File: src/rtl/alu_arb_pkg.sv
// Shared types and constants for the two-requester ALU arbiter.
// States: IDLE (accept) -> EXEC (ALU evaluates) -> RESP (hold result until taken).
package alu_arb_pkg;

    localparam int NREQ = 2;

    typedef enum logic [1:0] {
        OP_AND = 2'b00,
        OP_XOR = 2'b01,
        OP_MUL = 2'b10,
        OP_SUB = 2'b11
    } op_t;

    typedef enum logic [1:0] {
        IDLE = 2'b00,
        EXEC = 2'b01,
        RESP = 2'b10
    } state_t;

endpackage

File: src/rtl/rr_arb2.sv
// Combinational 2-way round-robin grant: zero latency, grant is one-hot or zero.
// Under contention the requester that did not win last time is chosen.
module rr_arb2
    import alu_arb_pkg::*;
(
    input  logic [NREQ-1:0] req,
    input  logic            last_grant,
    output logic [NREQ-1:0] grant,
    output logic            grant_idx
);

    always_comb begin
        grant     = '0;
        grant_idx = 1'b0;
        if (req[0] && req[1]) begin
            grant_idx = ~last_grant;
        end else begin
            grant_idx = req[1];
        end
        if (|req) begin
            grant[grant_idx] = 1'b1;
        end
    end

endmodule

File: src/rtl/alu_arbitro.sv
// Round-robin sequencer sharing one external ALU between two requesters; accept -> rsp_valid two cycles later,
// one op per 3 cycles, response held under back-pressure. Optional grant counters: ALU_ARB_STATS_EN.
module alu_arbitro
    import alu_arb_pkg::*;
#(
    parameter int A_W    = 2,
    parameter int B_W    = 4,
    parameter int Y_W    = 4,
    parameter int STAT_W = 8
) (
    input  logic              clk,
    input  logic              rst,
    input  logic [NREQ-1:0]   req_valid,
    output logic [NREQ-1:0]   req_ready,
    input  logic [A_W-1:0]    req0_a,
    input  logic [A_W-1:0]    req1_a,
    input  logic [B_W-1:0]    req0_b,
    input  logic [B_W-1:0]    req1_b,
    input  logic [1:0]        req0_op,
    input  logic [1:0]        req1_op,
    output logic [A_W-1:0]    alu_a,
    output logic [B_W-1:0]    alu_b,
    output logic [1:0]        alu_op,
    input  logic [Y_W-1:0]    alu_y,
    input  logic              alu_z,
    input  logic              alu_n,
    input  logic              alu_c,
    input  logic              alu_v,
    output logic              rsp_valid,
    input  logic              rsp_ready,
    output logic              rsp_id,
    output logic [Y_W-1:0]    rsp_y,
    output logic              rsp_z,
    output logic              rsp_n,
    output logic              rsp_c,
    output logic              rsp_v,
    output logic              busy
`ifdef ALU_ARB_STATS_EN
    ,
    output logic [STAT_W-1:0] grant_cnt0,
    output logic [STAT_W-1:0] grant_cnt1
`endif
);

    state_t          state;
    op_t             op_q;
    logic            last_grant;
    logic [NREQ-1:0] grant;
    logic            grant_idx;

    if (STAT_W < 1) begin : g_stat_w_chk
        $error("STAT_W must be at least 1");
    end

    rr_arb2 u_rr_arb2 (
        .req        (req_valid),
        .last_grant (last_grant),
        .grant      (grant),
        .grant_idx  (grant_idx)
    );

    assign req_ready = (state == IDLE) ? grant : '0;
    assign busy      = (state != IDLE);
    assign alu_op    = op_q;

    always_ff @(posedge clk) begin
        if (rst) begin
            state      <= IDLE;
            last_grant <= 1'b1;
            rsp_valid  <= 1'b0;
            rsp_id     <= 1'b0;
            rsp_y      <= '0;
            rsp_z      <= 1'b0;
            rsp_n      <= 1'b0;
            rsp_c      <= 1'b0;
            rsp_v      <= 1'b0;
            alu_a      <= '0;
            alu_b      <= '0;
            op_q       <= OP_AND;
        end else begin
            case (state)
                IDLE: begin
                    if (|req_valid) begin
                        rsp_id     <= grant_idx;
                        last_grant <= grant_idx;
                        if (grant_idx) begin
                            alu_a <= req1_a;
                            alu_b <= req1_b;
                            op_q  <= op_t'(req1_op);
                        end else begin
                            alu_a <= req0_a;
                            alu_b <= req0_b;
                            op_q  <= op_t'(req0_op);
                        end
                        state <= EXEC;
                    end
                end
                // Operands have been stable from the registers for a full cycle here.
                EXEC: begin
                    rsp_y     <= alu_y;
                    rsp_z     <= alu_z;
                    rsp_n     <= alu_n;
                    rsp_c     <= alu_c;
                    rsp_v     <= alu_v;
                    rsp_valid <= 1'b1;
                    state     <= RESP;
                end
                RESP: begin
                    if (rsp_ready) begin
                        rsp_valid <= 1'b0;
                        state     <= IDLE;
                    end
                end
                default: state <= IDLE;
            endcase
        end
    end

`ifdef ALU_ARB_STATS_EN
    always_ff @(posedge clk) begin
        if (rst) begin
            grant_cnt0 <= '0;
            grant_cnt1 <= '0;
        end else if (state == IDLE) begin
            if (grant[0] && (grant_cnt0 != {STAT_W{1'b1}})) begin
                grant_cnt0 <= grant_cnt0 + 1'b1;
            end
            if (grant[1] && (grant_cnt1 != {STAT_W{1'b1}})) begin
                grant_cnt1 <= grant_cnt1 + 1'b1;
            end
        end
    end
`endif

endmodule

File: config.mk
export PLATFORM = sky130hd
export DESIGN_NAME = alu_arbitro
export DESIGN_NICKNAME = d
export VERILOG_FILES = /design/src/rtl/alu_arb_pkg.sv /design/src/rtl/rr_arb2.sv /design/src/rtl/alu_arbitro.sv
export SDC_FILE = /design/constraint.sdc
export NUM_CORES = 1
export LEC_CHECK = 0
export ABC_CLOCK_PERIOD_IN_PS = 1200
export CAP_MARGIN = 10
export CORE_UTILIZATION = 37
export DETAILED_ROUTE_END_ITERATION = 8
export PLACE_DENSITY = 0.78
export SKIP_LAST_GASP = 1
export SYNTH_ARGS = -nofsm -noshare
export SYNTH_HDL_FRONTEND = slang
export SYNTH_HIERARCHICAL = 1
export SYNTH_SLANG_ARGS = --single-unit
File: constraint.sdc
create_clock -name clk -period 1.2 [get_ports clk]
set_clock_uncertainty 0.1 [all_clocks]
set_input_delay 0.24 -clock clk [delete_from_list [all_inputs] [get_ports clk]]
set_output_delay 0.24 -clock clk [all_outputs]
set_load 0.05 [all_outputs]
==> results.py <==
metrics = {
    "place": {
        "post-place-ws_ns": -0.519,
        "hpwl_um": 1890,
        "routabilityCongestion": 0.762,
        "placed_area_sq_um": 1640,
        "io_buffers": 49,
        "dp_cells": 177,
    },
    "yosys": {
        "synth_async_sr_flop_share_pct": 0,
        "synth_edf_count": 0,
        "synth_most_common_cell": "dfxtp_1",
        "yosys.cell_types.count": 25,
        "netlist_top_cells_count": "21 x dfxtp_1, 17 x a21oi_1, 16 x nand2_1",
        "synth-seq-cells": 21,
        "yosys-top-cells-area": "dfxtp_1 47%, a21oi_1 9.5%, mux2i_1 8.9%",
        "synth.top_cell.area_share_pct": 46.9,
        "avgSynthCellArea_sq_um": 8.96,
        "synth_warnings": 6,
        "syn_nets": 129,
        "synth_area_sq_um": 896,
        "synth_top_area_cell": "dfxtp_1",
        "netlist_instances": 100,
        "synth_top_flop_cell": "dfxtp_1",
        "ys_seq_area_share_pct": 46.9,
    },
    "clock_network": {
        "cts_tree": "done",
        "clock_latency_ns": 0.29,
        "htreeDepth": 1,
        "cts_made_buffers": 3,
        "clk_path_buf_depth": 2,
        "cts_sinks": 21,
        "root_buffer": "clkbuf_4",
        "clk_pin_slew_ns": 0.12,
    },
    "layout": {
        "n_antenna_cell": 0,
        "final_util_pct": 78.3,
        "n_fill_cell": 158,
        "drive_gt1_share_pct": 46.2,
        "fin_nets": 186,
        "multi_input_area_sq_um": 457,
        "layout.area.seq_sq_um": 454,
        "area_delta_synth_final_pct": 97.1,
        "final_area_sq_um": 1770,
        "final_cells": 184,
    },
    "grt": {
        "gr-total-overflow": 0,
        "track_usage_pct": 20.5,
        "antenna_found_initial": 0,
        "grt_pass1_wl_um": 3990,
        "grt_max_degree": 13,
        "grt_pass1_vias": 905,
    },
    "timing": {
        "finalSetupViolCount": 10,
        "finalMaxSlewViolations": 0,
        "whs_ns": 0.377,
        "fmax_ghz": 0.678,
        "fin_crit_ns": 1.48,
        "hold_viol_final": 0,
        "rsz0062_at_grt": "true",
        "layout_setup_ws_ns": -0.275,
        "max-slew-margin-rel_pct": 84.3,
        "worstMarginPinSlew_ns": 0.232,
        "setup_tns_ns": -0.993,
        "finalCritPeriodShare_pct": 123,
    },
    "setup_path": {
        "cp_max_fo": 4,
        "crit_path_start_kind": "register",
        "critPathKind": "register to output pin",
        "worstSetupEndpointType": "output pin",
        "reg2reg_slack_ns": -0.12,
        "required_ns": 0.86,
        "arrival_ns": 1.14,
    },
    "routing": {
        "firstDrtPassIters": 4,
        "drt-initial-drc-count": 13,
        "routed_wl_um": 2680,
        "wire_per_inst_um": 14.6,
        "ant_nets": 0,
        "drc": 0,
        "num_vias": 962,
        "viasPerCell": 5.23,
    },
    "outcome": {
        "violations": "negative setup slack",
        "outcome": "complete, but fails checks",
    },
    "floorplanning": {
        "die_area_sq_um": 2620,
        "num_io_pins": 50,
        "rows": 17,
        "start_util_pct": 39.7,
        "core_sq_um": 2250,
        "die_w_um": 51.2,
        "die_h_um": 51.2,
    },
    "hold_path": {
        "hold_class": "input port to register",
    },
    "power": {
        "power_density_nw_per_um2": 1190,
        "total_power_mw": 2.11,
        "ir_drop_mv": 0.792,
        "leakage_nw": 0.690,
    },
    "flow_run": {
        "maxCapViolations": 0,
    },
}
flip-flops by register name, summed over array words and instances, names as in the netlist:
| name | count |
|---|---|
| rsp_z | 1 |
| rsp_id | 1 |
| alu_a | 2 |
| rsp_c | 1 |
| state | 2 |
| rsp_n | 1 |
| alu_op | 2 |
| alu_b | 4 |
| rsp_valid | 1 |
| rsp_v | 1 |
| last_grant | 1 |
| rsp_y | 4 |
power by group:
part           internal [mW]  total, mW  switching (mW)
registers              0.778      0.852          0.0742
logic                  0.470      0.924           0.454
clock network          0.124      0.332           0.208
placed cells by master (no fill, tap or decap), types with 3 or more instances in the layout:
cell type	n
a211oi_1	6
a21oi_1	17
buf_12	21
buf_4	7
buf_6	3
clkbuf_4	3
clkdlybuf4s50_1	26
dfxtp_2	18
dfxtp_4	3
mux2i_1	6
nand2_1	16
o21ai_0	3
per-layer routing:
layer | vias to the layer above | part of all wire (%) | GRT usage (%)
met1 | 438 | 38 | 21.5
met3 | 10 | 8.3 | 5.65
met4 | 0 | 3.9 | 8.33
met5 | - | 0 | 0
met2 | 55 | 50 | 37.9
li1 | 459 | - | -
worst max-delay path, cell delays in order (launching register included):
cell and delay, ns:
dfxtp_4 0.38, inv_2 0.04, a21boi_2 0.13, and2_4 0.16, buf_12 0.13
cell families (layout without fill, tap and decap cells):
| family | count (synthesis) | after routing | synth area share [%] |
|---|---|---|---|
| AO/OA/AOI/OAI | 32 | 32 | 21.4 |
| buffers and inverters | 9 | 65 | 6.00 |
| multiplexers | 8 | 8 | 8.94 |
| AND/OR/NAND/NOR | 30 | 30 | 16.8 |
| flip-flops | 21 | 21 | 46.9 |
timing repair:
item / 4_1_cts / 5_1_grt
buffers inserted: 2 / 2
gates cloned: 1 / 0
setup endpoints to repair: 26 / 27
hold buffers: 0 / 0
pin swaps: 3 / 5
gates resized for setup: 17 / 25
worst paths after layout:
| check | start | endpoint | cells past startpoint |
|---|---|---|---|
| max | last_grant | req_ready[0] | 4 |
| min | alu_y[2] | rsp_y[2] | 3 |
| max reg2reg | last_grant | alu_a[0] | 4 |
| min reg2reg | rsp_y[0] | rsp_y[0] | 2 |
cell type report:
class	instances	area share [%]
clock buffer	3	1.28
clock inverter	1	0.283
inverter	2	0.425
multi-input combinational	70	25.9
sequential	21	25.7
tap	28	1.98
timing repair buffer	59	44.4
Power figures use the tool's default switching activity.
